===== config.mk =====
export PLATFORM = sky130hd
export DESIGN_NAME = io_port_hub
export DESIGN_NICKNAME = d
export VERILOG_FILES = /design/src/rtl/io_port_hub.sv
export SDC_FILE = /design/constraint.sdc
export NUM_CORES = 1
export LEC_CHECK = 0
export BUFFER_PORTS_ARGS = -buffer_cell sky130_fd_sc_hd__buf_2
export CORE_ASPECT_RATIO = 0.5
export CORE_MARGIN = 2
export CORE_UTILIZATION = 50
export CTS_BUF_LIST = sky130_fd_sc_hd__clkbuf_2 sky130_fd_sc_hd__clkbuf_4 sky130_fd_sc_hd__clkbuf_8
export DETAILED_ROUTE_END_ITERATION = 10
export PLACE_DENSITY = 0.8
export SLEW_MARGIN = 15
export SYNTH_ARGS = -nofsm -noshare
export SYNTH_HDL_FRONTEND = slang
export SYNTH_SLANG_ARGS = --single-unit

===== constraint.sdc =====
create_clock -name clk24 -period 3.6 [get_ports clk24]
set_clock_uncertainty 0.2 [all_clocks]
set_input_delay 0.18 -clock clk24 [delete_from_list [all_inputs] [get_ports clk24]]
set_output_delay 0.18 -clock clk24 [all_outputs]
set_load 0.01 [all_outputs]

===== src/rtl/io_port_hub.sv =====
// io_port_hub: 8080 I/O bus glue between the CPU core and its peripherals.
// Latches the status word and port address on SYNC, decodes device channels,
// muxes read data back to the CPU and posts writes through a small FIFO that
// drains one single-cycle strobe per entry once the target channel is ready.
// Optional feature macro: IOBUS_FULL_WAIT_EN (stall the CPU while the FIFO is full
// instead of dropping the write and raising the sticky overflow flag).
module io_port_hub #(
    parameter int NCH        = 8,
    parameter int DEV_BITS   = 3,
    parameter int ADDR_LSB   = 2,
    parameter int FIFO_DEPTH = 4
) (
    input  logic                            clk24,
    input  logic                            mreset_n,
    input  logic                            cpu_ce,
    input  logic                            sync,
    input  logic                            wr_n,
    input  logic [15:0]                     cpu_a,
    input  logic [7:0]                      cpu_do,
    output logic [7:0]                      status_word,
    output logic                            io_read,
    output logic                            io_write,
    output logic                            int_ack,
    output logic                            cpu_ready,
    output logic [7:0]                      io_rdata,
    input  logic [NCH*8-1:0]                ch_rdata,
    output logic [NCH-1:0]                  ch_rsel,
    output logic [7:0]                      ch_wdata,
    output logic [ADDR_LSB-1:0]             ch_wsub,
    output logic [NCH-1:0]                  ch_wstb,
    input  logic [NCH-1:0]                  ch_wready,
    output logic [$clog2(FIFO_DEPTH):0]     fifo_level,
    output logic                            overflow
);

    localparam int AW        = $clog2(FIFO_DEPTH);
    localparam int LW        = AW + 1;
    localparam int EW        = DEV_BITS + ADDR_LSB + 8;
    localparam int FIELD_TOP = ADDR_LSB + DEV_BITS;
    localparam logic [LW-1:0] DEPTH_L = LW'(FIFO_DEPTH);

    logic [7:0]           pa;
    logic                 wr_taken;
    logic [EW-1:0]        fifo_mem [FIFO_DEPTH];
    logic [AW-1:0]        wr_ptr;
    logic [AW-1:0]        rd_ptr;
    logic [LW-1:0]        level;

    logic [DEV_BITS-1:0]  dev;
    logic [ADDR_LSB-1:0]  sub;
    logic [7:0]           pa_upper;
    logic                 hit;
    logic                 rd_sel;

    logic [EW-1:0]        head;
    logic [DEV_BITS-1:0]  head_dev;
    logic [ADDR_LSB-1:0]  head_sub;
    logic [7:0]           head_data;
    logic                 head_ready;
    logic [NCH-1:0]       head_onehot;

    logic                 full;
    logic                 empty;
    logic                 wr_pending;
    logic                 wr_req;
    logic                 push;
    logic                 pop;

    logic                 unused_addr_hi;

    // The upper address byte is not part of the 8080 port address.
    assign unused_addr_hi = ^cpu_a[15:8];

    assign io_read    = status_word[6];
    assign io_write   = status_word[4];
    assign int_ack    = status_word[0];
    assign fifo_level = level;

    // Port address decode: device field, sub-address and "above the device field is zero".
    assign dev      = pa[FIELD_TOP-1:ADDR_LSB];
    assign sub      = pa[ADDR_LSB-1:0];
    assign pa_upper = pa >> FIELD_TOP;
    assign hit      = (pa_upper == 8'h00) && (int'(dev) < NCH);
    assign rd_sel   = io_read & hit;

    // FIFO head fields, packed as {dev, sub, data}.
    assign head      = fifo_mem[rd_ptr];
    assign head_dev  = head[EW-1 -: DEV_BITS];
    assign head_sub  = head[8 +: ADDR_LSB];
    assign head_data = head[7:0];

    assign full  = (level == DEPTH_L);
    assign empty = (level == '0);

    // A write is pending until the first push of this bus cycle sets wr_taken.
    assign wr_pending = io_write & hit & ~wr_n & ~wr_taken;
    assign wr_req     = cpu_ce & wr_pending;
    assign push       = wr_req & ~full;
    assign pop        = ~empty & head_ready;

    // Read mux and one-hot read select for the addressed channel.
    always_comb begin
        ch_rsel  = '0;
        io_rdata = 8'hFF;
        for (int k = 0; k < NCH; k++) begin
            if (rd_sel && (int'(dev) == k)) begin
                ch_rsel[k] = 1'b1;
                io_rdata   = ch_rdata[8*k +: 8];
            end
        end
    end

    // Ready lookup and strobe pattern for the channel addressed by the FIFO head.
    always_comb begin
        head_ready  = 1'b0;
        head_onehot = '0;
        for (int k = 0; k < NCH; k++) begin
            if (int'(head_dev) == k) begin
                head_ready     = ch_wready[k];
                head_onehot[k] = 1'b1;
            end
        end
    end

    // Latch status word and port address on SYNC; wr_taken limits each bus cycle to one push.
    always_ff @(posedge clk24) begin
        if (!mreset_n) begin
            status_word <= 8'h00;
            pa          <= 8'h00;
            wr_taken    <= 1'b0;
        end else if (cpu_ce && sync) begin
            status_word <= cpu_do;
            pa          <= cpu_a[7:0];
            wr_taken    <= 1'b0;
        end else if (push) begin
            wr_taken    <= 1'b1;
        end
    end

    // FIFO storage; contents need no reset because the pointers define validity.
    always_ff @(posedge clk24) begin
        if (push) begin
            fifo_mem[wr_ptr] <= {dev, sub, cpu_do};
        end
    end

    // FIFO pointers and occupancy; a same-edge push and pop leave the level unchanged.
    always_ff @(posedge clk24) begin
        if (!mreset_n) begin
            wr_ptr <= '0;
            rd_ptr <= '0;
            level  <= '0;
        end else begin
            if (push) begin
                wr_ptr <= wr_ptr + 1'b1;
            end
            if (pop) begin
                rd_ptr <= rd_ptr + 1'b1;
            end
            case ({push, pop})
                2'b10:   level <= level + 1'b1;
                2'b01:   level <= level - 1'b1;
                default: level <= level;
            endcase
        end
    end

    // Registered drain outputs: one strobe cycle per popped entry, data valid alongside it.
    always_ff @(posedge clk24) begin
        if (!mreset_n) begin
            ch_wstb  <= '0;
            ch_wdata <= 8'h00;
            ch_wsub  <= '0;
        end else if (pop) begin
            ch_wstb  <= head_onehot;
            ch_wdata <= head_data;
            ch_wsub  <= head_sub;
        end else begin
            ch_wstb  <= '0;
        end
    end

`ifdef IOBUS_FULL_WAIT_EN
    // Hold the CPU in its write cycle until the FIFO has room; nothing is ever dropped.
    assign cpu_ready = ~(full & wr_pending);
    assign overflow  = 1'b0;
`else
    assign cpu_ready = 1'b1;

    // Sticky flag recording that a write arrived while the FIFO was full and was lost.
    always_ff @(posedge clk24) begin
        if (!mreset_n) begin
            overflow <= 1'b0;
        end else if (wr_req && full) begin
            overflow <= 1'b1;
        end
    end
`endif

endmodule


; Yosys cells after proc, flatten, opt, wreduce, memory -nomap -nowiden
; Memories as Yosys holds them, arrays and structs flattened. A register that Yosys moved wholly into a read port is not among the register bits.
; Index checks and enable logic that the tools add are counted.
[op_classes]
n_eq_ne = 17
n_mux = 37
n_addsub = 4
bitwise = 12
reduce_logical = 17
[op_table]
columns = operator, n
row1 = 2-to-1 mux 8 bit, 8
row2 = == test 3 bit (second input constant), 9
row3 = 2-to-1 mux 1 bit, 26
row4 = == test 3 x 2 -> 1 bit (second input constant), 4
row5 = logical AND 1 bit, 10
row6 = logical NOT 3 bit, 3
row7 = logical NOT 8 bit, 1
row8 = bitwise AND 1 bit, 7
row9 = == test 3 x 1 -> 1 bit (second input constant), 2
row10 = case mux 3 bit (2 select lines), 1
row11 = inverter 1 bit, 5
row12 = adder 2 x 1 -> 2 bit (second input constant), 2
row13 = 2-to-1 mux 2 bit, 2
row14 = adder 3 x 1 -> 3 bit (second input constant), 1
row15 = subtractor 3 x 1 -> 3 bit (second input constant), 1
row16 = == test 2 x 1 -> 1 bit (second input constant), 1
row17 = == test 2 bit (second input constant), 1
row18 = AND reduction 2 bit, 1
row19 = nonzero test 2 bit, 1
row20 = OR reduction 2 bit, 1
[totals]
out_inout_bits = 50
inputBits = 101
n_memories = 1
mem_bits_rw = 52
regBits = 43
wordCells = 98
[memory_table]
columns = name, depth, word_bits, rd, rd_clocked_by_memory_dff, write_ports, line
row1 = fifo_mem, 4, 13, 1, 1, 1, 44  ; logic [EW-1:0] fifo_mem [FIFO_DEPTH];

; Longest topological paths before layout
; Gate-level depths: netlist of the first run.
[depth]
word_depth = 12
depth_mapped = 12
ltp_nobuf = 10

; Worst setup path after synthesis of the first run
; No wires, ideal clock.
[synth_path]
path_kind = flip-flop to flip-flop
startpoint = register (tool-made name)
endpoint = register level[2] (netlist: fifo_level[2])
setup_ps = 76
required_time_ps = 3324
arrival_time_ps = 2799
period_less_slack_ps = 3075
path_slack_ps = 525
stages_incl_launch_ff = 13
path_buffers = 2
path_cell_list = dfxtp_1 -> buf_6 -> mux4_2 -> buf_6 -> a32oi_1 -> nand4_1 -> nand3_4 -> inv_4 -> ha_1 -> fa_1 -> xnor2_1 -> or3_1 -> a21boi_0
[synth_rtl]
columns = element, line
row1 = end signal: assignment, 161  ; 2'b10: level <= level + 1'b1;
row2 = end signal: assignment, 162  ; 2'b01: level <= level - 1'b1;
row3 = end signal: assignment, 163  ; default: level <= level;
row4 = end: declaration, 47  ; logic [LW-1:0] level;

==> results.json, run 1 <==
{
  "io_pins": 151,
  "cp-end-kind": "flop",
  "cap_violations": 0,
  "hpwlAfterDp_microns": 7157,
  "n_fill_cell": 641,
  "yosysTopAreaCellShare_pct": 35.36,
  "core_sq_um": 8648,
  "clock.fmax_ghz": 0.2972,
  "path_max_fanout": 12,
  "synth_nets": 464,
  "setup_tns_ps": 0,
  "synth_edf_count": 52,
  "dr_total_vias": 3310,
  "critPathArrivalTime_ps": 3420,
  "synthTopCellsByArea": "edfxtp_1, dfxtp_1, mux4_2",
  "cts_inserted_buffers": 9,
  "start_util_pct": 51.06,
  "syn_inst": 357,
  "synth_seq_area_share_pct": 55.77,
  "status": "finished, final reports clean",
  "slew_violations": 0,
  "clk_path_buf_depth": 2,
  "wl_per_cell_microns": 15.87,
  "gp_congestion": 0.8815,
  "cts_sinks": 97,
  "ys_warn_count": 0,
  "place_ws_ps": 342.3,
  "grt_remaining_overflow": 0,
  "worst_pin_slew_ps": 849.1,
  "finalHoldViolCount": 0,
  "antennaDiodeCount": 0,
  "syn_to_final_growth_pct": 25.11,
  "p_per_area_nw_per_um2": 379.1,
  "p_total_mw": 2.094,
  "cp.required_ps": 3650,
  "leakagePower_nw": 2.285,
  "ir_drop_mv": 0.1820,
  "port_buffers": 141,
  "worstSkewPairLatency_ps": 350,
  "fin_area_sq_um": 5524,
  "grt_use_total_pct": 21.76,
  "regArea_sq_um": 2462,
  "cts_root_buffer": "clkbuf_8",
  "postRouteAntennaNets": 0,
  "async_flop_share_pct": 0,
  "fin_crit_sh_pct": 93.45,
  "drt_iter0_drc": 169,
  "fin_crit_ps": 3364,
  "grt_pass1_vias": 3222,
  "cts_setup_buffers": 0,
  "worstHoldPathType": "in -> reg",
  "finalNetCount": 614,
  "synth_area_leader_cell": "edfxtp_1",
  "cts_tree": "done",
  "grt_max_degree": 52,
  "yosysUniqueCellTypes": 45,
  "grt_setup_unrepaired": "no",
  "clk_pin_slew_ps": 80,
  "placed_cell_area_sq_um": 5174,
  "placed_cells": 597,
  "worstSetupPathType": "reg -> reg",
  "die_w_microns": 136.9,
  "final_util_pct": 63.87,
  "avgSynthCellArea_sq_um": 12.37,
  "maxSlewHeadroom_pct": 43.32,
  "ys_ff_latch": 97,
  "drc_errors": 0,
  "grt_pass1_wl_microns": 15860,
  "chipHeight_microns": 70.45,
  "htreeDepth": 3,
  "vias_per_cell": 5.262,
  "routed_wl_microns": 9980,
  "drive_gt1_share_pct": 37.11,
  "stdcell_count": 629,
  "synth_area_sq_um": 4415,
  "core.rowCount": 24,
  "antenna_found_initial": 0,
  "worst_slack_ps": 235.8,
  "first_pass_iters": 4,
  "hold_slack_ps": 176.9,
  "worstSetupStartpointType": "flop",
  "ys_dominant_reg_cell": "edfxtp_1",
  "fp.dieArea_sq_um": 9645,
  "setup_viol": 0,
  "multi_input_area_sq_um": 1774
}
what timing repair did:
| item | in CTS | in global routing |
|---|---|---|
| resized for setup | 0 | 0 |
| hold buffers | 16 | 0 |
| hold endpoints to repair | 48 | 0 |
metal layers:
layer | vias up | global-route usage [%] | routed length [microns]
li1 | 1597 | - | -
met1 | 1561 | 26.38 | 4025
met2 | 140 | 38.61 | 5077
met3 | 12 | 5.084 | 750
met4 | 0 | 6.758 | 127
met5 | - | 0 | 0
sequential cells by signal (all words and copies together), names as in the netlist, 2 cells and up, named ones only:
name / flops
ch_wstb: 8
pa: 8
fifo_mem: 52
ch_wsub: 2
rd_ptr: 2
status_word: 8
wr_ptr: 2
ch_wdata: 8
fifo_level: 3
cells in the mapped netlist, types with 2 or more instances:
library cell and instances:
nand4_1 2, nand2b_1 4, ha_1 5, buf_6 2, edfxtp_1 52, a211oi_1 4
mux4_2 21, nand2_1 67, buf_4 5, nor4b_2 2, mux2i_1 24, a21boi_0 13
nand3b_1 2, a21oi_1 4, nor2b_1 5, nor4_1 2, nor2_1 16, a21boi_1 5
buf_1 2, buf_2 2, nand3_1 2, and2_1 8, dfxtp_1 45, inv_1 7
nor3_1 11, o22ai_1 8, xnor2_1 3, clkbuf_1 13, o21ai_0 5
critical path, cell delays in order, from the launching register on:
cell and delay, ps:
dfxtp_1 670, mux4_2 530, a32oi_1 200, nand4_1 180, nand3_4 140, inv_4 50
ha_1 210, fa_1 380, xnor2_1 140, or3_1 300, a21boi_0 250
final cells by class:
type | instances | area share [%]
Tap cell | 117 | 2.650
Clock buffer | 10 | 2.378
Multi-Input combinational cell | 227 | 32.12
Sequential cell | 97 | 44.58
Timing Repair Buffer | 164 | 16.63
Clock inverter | 6 | 1.065
Inverter | 8 | 0.5889
report_power, final:
group	internal [mW]	leakage [nW]	switching, mW	total [mW]
clock	0.324	0.0948	0.346	0.670
combinational	0.119	1.35	0.108	0.228
sequential	1.18	0.840	0.0179	1.20
cells in the final DEF (no fill, tap or decap), types with 3 or more instances in the layout:
master / synthesis / routed
inv_1: 7 / 7
a21oi_1: 4 / 4
xnor2_1: 3 / 3
nand2_1: 67 / 67
a21boi_1: 5 / 5
dfxtp_1: 45 / 45
a21boi_0: 13 / 13
nor2b_1: 5 / 5
nor3_1: 11 / 11
o22ai_1: 8 / 8
and2_1: 8 / 8
edfxtp_1: 52 / 52
clkbuf_8: 0 / 9
dlygate4sd3_1: 0 / 16
buf_2: 2 / 141
ha_1: 5 / 5
nand2b_1: 4 / 4
buf_4: 5 / 7
o21ai_0: 5 / 5
a211oi_1: 4 / 4
mux4_2: 21 / 21
mux2i_1: 24 / 24
nor2_1: 16 / 16
worst paths after layout:
path,start,endpoint,cells after the start,slack [ps]
worst max-delay path,flop,fifo_level[2],10,240
worst min-delay path,wr_n,overflow,5,180
worst max register to register,flop,fifo_level[2],10,240
worst min register to register,status_word[1],status_word[1],2,260
cells by family (layout without fill, tap and decap cells):
| logic type | count (synthesis) | after routing | share of synthesized area [%] |
|---|---|---|---|
| and+or+nand+nor | 127 | 127 | 13.74 |
| AOI/OAI and AO/OA | 45 | 45 | 7.736 |
| other | 1 | 1 | 0.08493 |
| DFF | 97 | 97 | 55.77 |
| adders and majority gates | 6 | 6 | 1.870 |
| xor gates and xnor gates | 3 | 3 | 0.5952 |
| buffers and inverters | 33 | 188 | 4.053 |
| muxes | 45 | 45 | 16.15 |
Note: power is estimated with default switching activity, not from simulation.
==> inputs of run 2 (changes only) <==
Settings changed: GPL_TIMING_DRIVEN set to 0.
==> run 2 against run 1 <==
Total power rose by 2.7%. Via count rose by 2.3%. Worst hold slack got worse by 71 ps. Critical path depth rose by 2. Critical endpoint unchanged. Clock power rose by 6.3%. Global-route usage rose by 1.7 points. Flip-flop and latch count did not move. Worst setup slack improved by 58 ps. Sequential share of layout area fell by 0.94 points. Core utilization rose by 1.4 points. Non-clock buffer count rose by 19. Final area rose by 2.2%.
==> results.json, run 2 (same netlist as run 1, synthesis figures left out) <==
{
  "status": "finished, final reports clean",
  "final_common_cell": "buf_2",
  "worstSkewPairLatency_ps": 360,
  "largest_register_ffs": 52,
  "syn_to_final_growth_pct": 27.80,
  "worstSetupStartpointType": "flop",
  "grt_pass1_vias": 3403,
  "placed_cells": 615,
  "finalHoldViolCount": 0,
  "grt_pass1_wl_microns": 16950,
  "chipHeight_microns": 70.45,
  "cts_sinks": 97,
  "port_buffers": 141,
  "p_per_area_nw_per_um2": 381.2,
  "finalNetCount": 633,
  "cap_violations": 0,
  "fin_crit_sh_pct": 91.85,
  "layout_common_cells": "buf_2, nand2_1, edfxtp_1",
  "drc_errors": 0,
  "drt_iter0_drc": 165,
  "grt_setup_unrepaired": "no",
  "p_total_mw": 2.151,
  "grt_remaining_overflow": 0,
  "fp.dieArea_sq_um": 9645,
  "hold_buffers": 17,
  "io_pins": 151,
  "top_register": "fifo_mem",
  "htreeDepth": 3,
  "start_util_pct": 51.06,
  "postRouteAntennaNets": 0,
  "ir_drop_mv": 0.2129,
  "routed_wl_microns": 10760,
  "cp.required_ps": 3690,
  "grt_use_total_pct": 23.44,
  "cts_inserted_buffers": 9,
  "path_max_fanout": 10,
  "antenna_found_initial": 0,
  "hold_slack_ps": 105.6,
  "core.rowCount": 24,
  "hpwlAfterDp_microns": 8066,
  "worst_pin_slew_ps": 717.9,
  "grt_max_degree": 17,
  "stdcell_count": 648,
  "cts.repair.resized": 0,
  "worstSetupPathType": "reg -> reg",
  "multi_input_area_sq_um": 1774,
  "core_sq_um": 8648,
  "dr_total_vias": 3387,
  "clk_pin_slew_ps": 90,
  "fin_crit_ps": 3306,
  "cp-end-kind": "flop",
  "die_w_microns": 136.9,
  "antennaDiodeCount": 0,
  "cts_root_buffer": "clkbuf_8",
  "leakagePower_nw": 2.342,
  "worstHoldPathType": "in -> reg",
  "vias_per_cell": 5.227,
  "wl_per_cell_microns": 16.60,
  "regArea_sq_um": 2462,
  "drive_gt1_share_pct": 36.72,
  "first_pass_iters": 4,
  "critPathArrivalTime_ps": 3390,
  "cts_setup_buffers": 0,
  "gp_congestion": 0.8723,
  "clock.fmax_ghz": 0.3024,
  "setup_viol": 0,
  "setup_tns_ps": 0,
  "n_fill_cell": 678,
  "maxSlewHeadroom_pct": 52.14,
  "cts_tree": "done",
  "clk_path_buf_depth": 2,
  "slew_violations": 0
}
## run 2: cell types whose count changed in the layout (fill, tap and decap cells not counted)
cell | before | now
buf_1 | 0 | 2
buf_12 | 0 | 1
buf_2 | 141 | 143
buf_4 | 7 | 5
buf_6 | 0 | 2
clkbuf_1 | 0 | 13
clkbuf_4 | 1 | 2
clkbuf_8 | 9 | 10
clkinv_1 | 2 | 0
clkinvlp_4 | 1 | 0
dlygate4sd3_1 | 16 | 17
inv_6 | 0 | 1
## run 2: metal layers
| layer | GRT usage, % | wire, microns | vias up |
|---|---|---|---|
| li1 | - | - | 1636 |
| met1 | 28.49 | 4270 | 1594 |
| met2 | 41.50 | 5461 | 141 |
| met3 | 5.810 | 853 | 16 |
| met4 | 6.758 | 174 | 0 |
| met5 | 0 | 0 | - |
## run 2: report_power, final
group | switching [mW] | internal, mW | total (mW)
Sequential | 0.0148 | 1.18 | 1.19
Clock | 0.354 | 0.359 | 0.712
Combinational | 0.118 | 0.127 | 0.245
## run 2: layout make-up
cell class / instances / share of cell area, %
clock buffers: 12 / 2.705
flip-flops and latches: 97 / 43.64
plain buffers: 25 / 2.594
repair buffers: 158 / 15.52
inverters: 8 / 0.5765
well taps: 117 / 2.594
clock inverters: 4 / 0.9313
multi-input cells: 227 / 31.44
## run 2: worst max-delay path, stage by stage, from the launching register on
cell      delay [ps]
dfxtp_1          330
buf_6            130
mux4_2           530
buf_6            170
a32oi_1          160
nand4_1          190
nand3_4          260
inv_4             70
ha_1             230
fa_1             390
xnor2_1          140
or3_1            300
a21boi_0         150
## run 2: worst paths after layout
check	startpoint	to	slack (ps)	depth (start not counted)
setup reg to reg	flop	fifo_level[2]	290	12
hold reg to reg	status_word[1]	status_word[1]	260	2
setup / recovery	flop	fifo_level[2]	290	12
hold / removal	sync	pa[7]	110	4
## run 2: metrics by stage
stage / utilization [%] / setup WS [ps] / instance area, sq um
CTS: 65.25 / 288.7 / 5643
floorplan: - / 525.3 / 4415
global route: 65.25 / 76.58 / 5643
global placement: 60.91 / 360.2 / 5268
detailed placement: 60.91 / 310.6 / 5268
finish: 65.25 / 293.5 / 5643
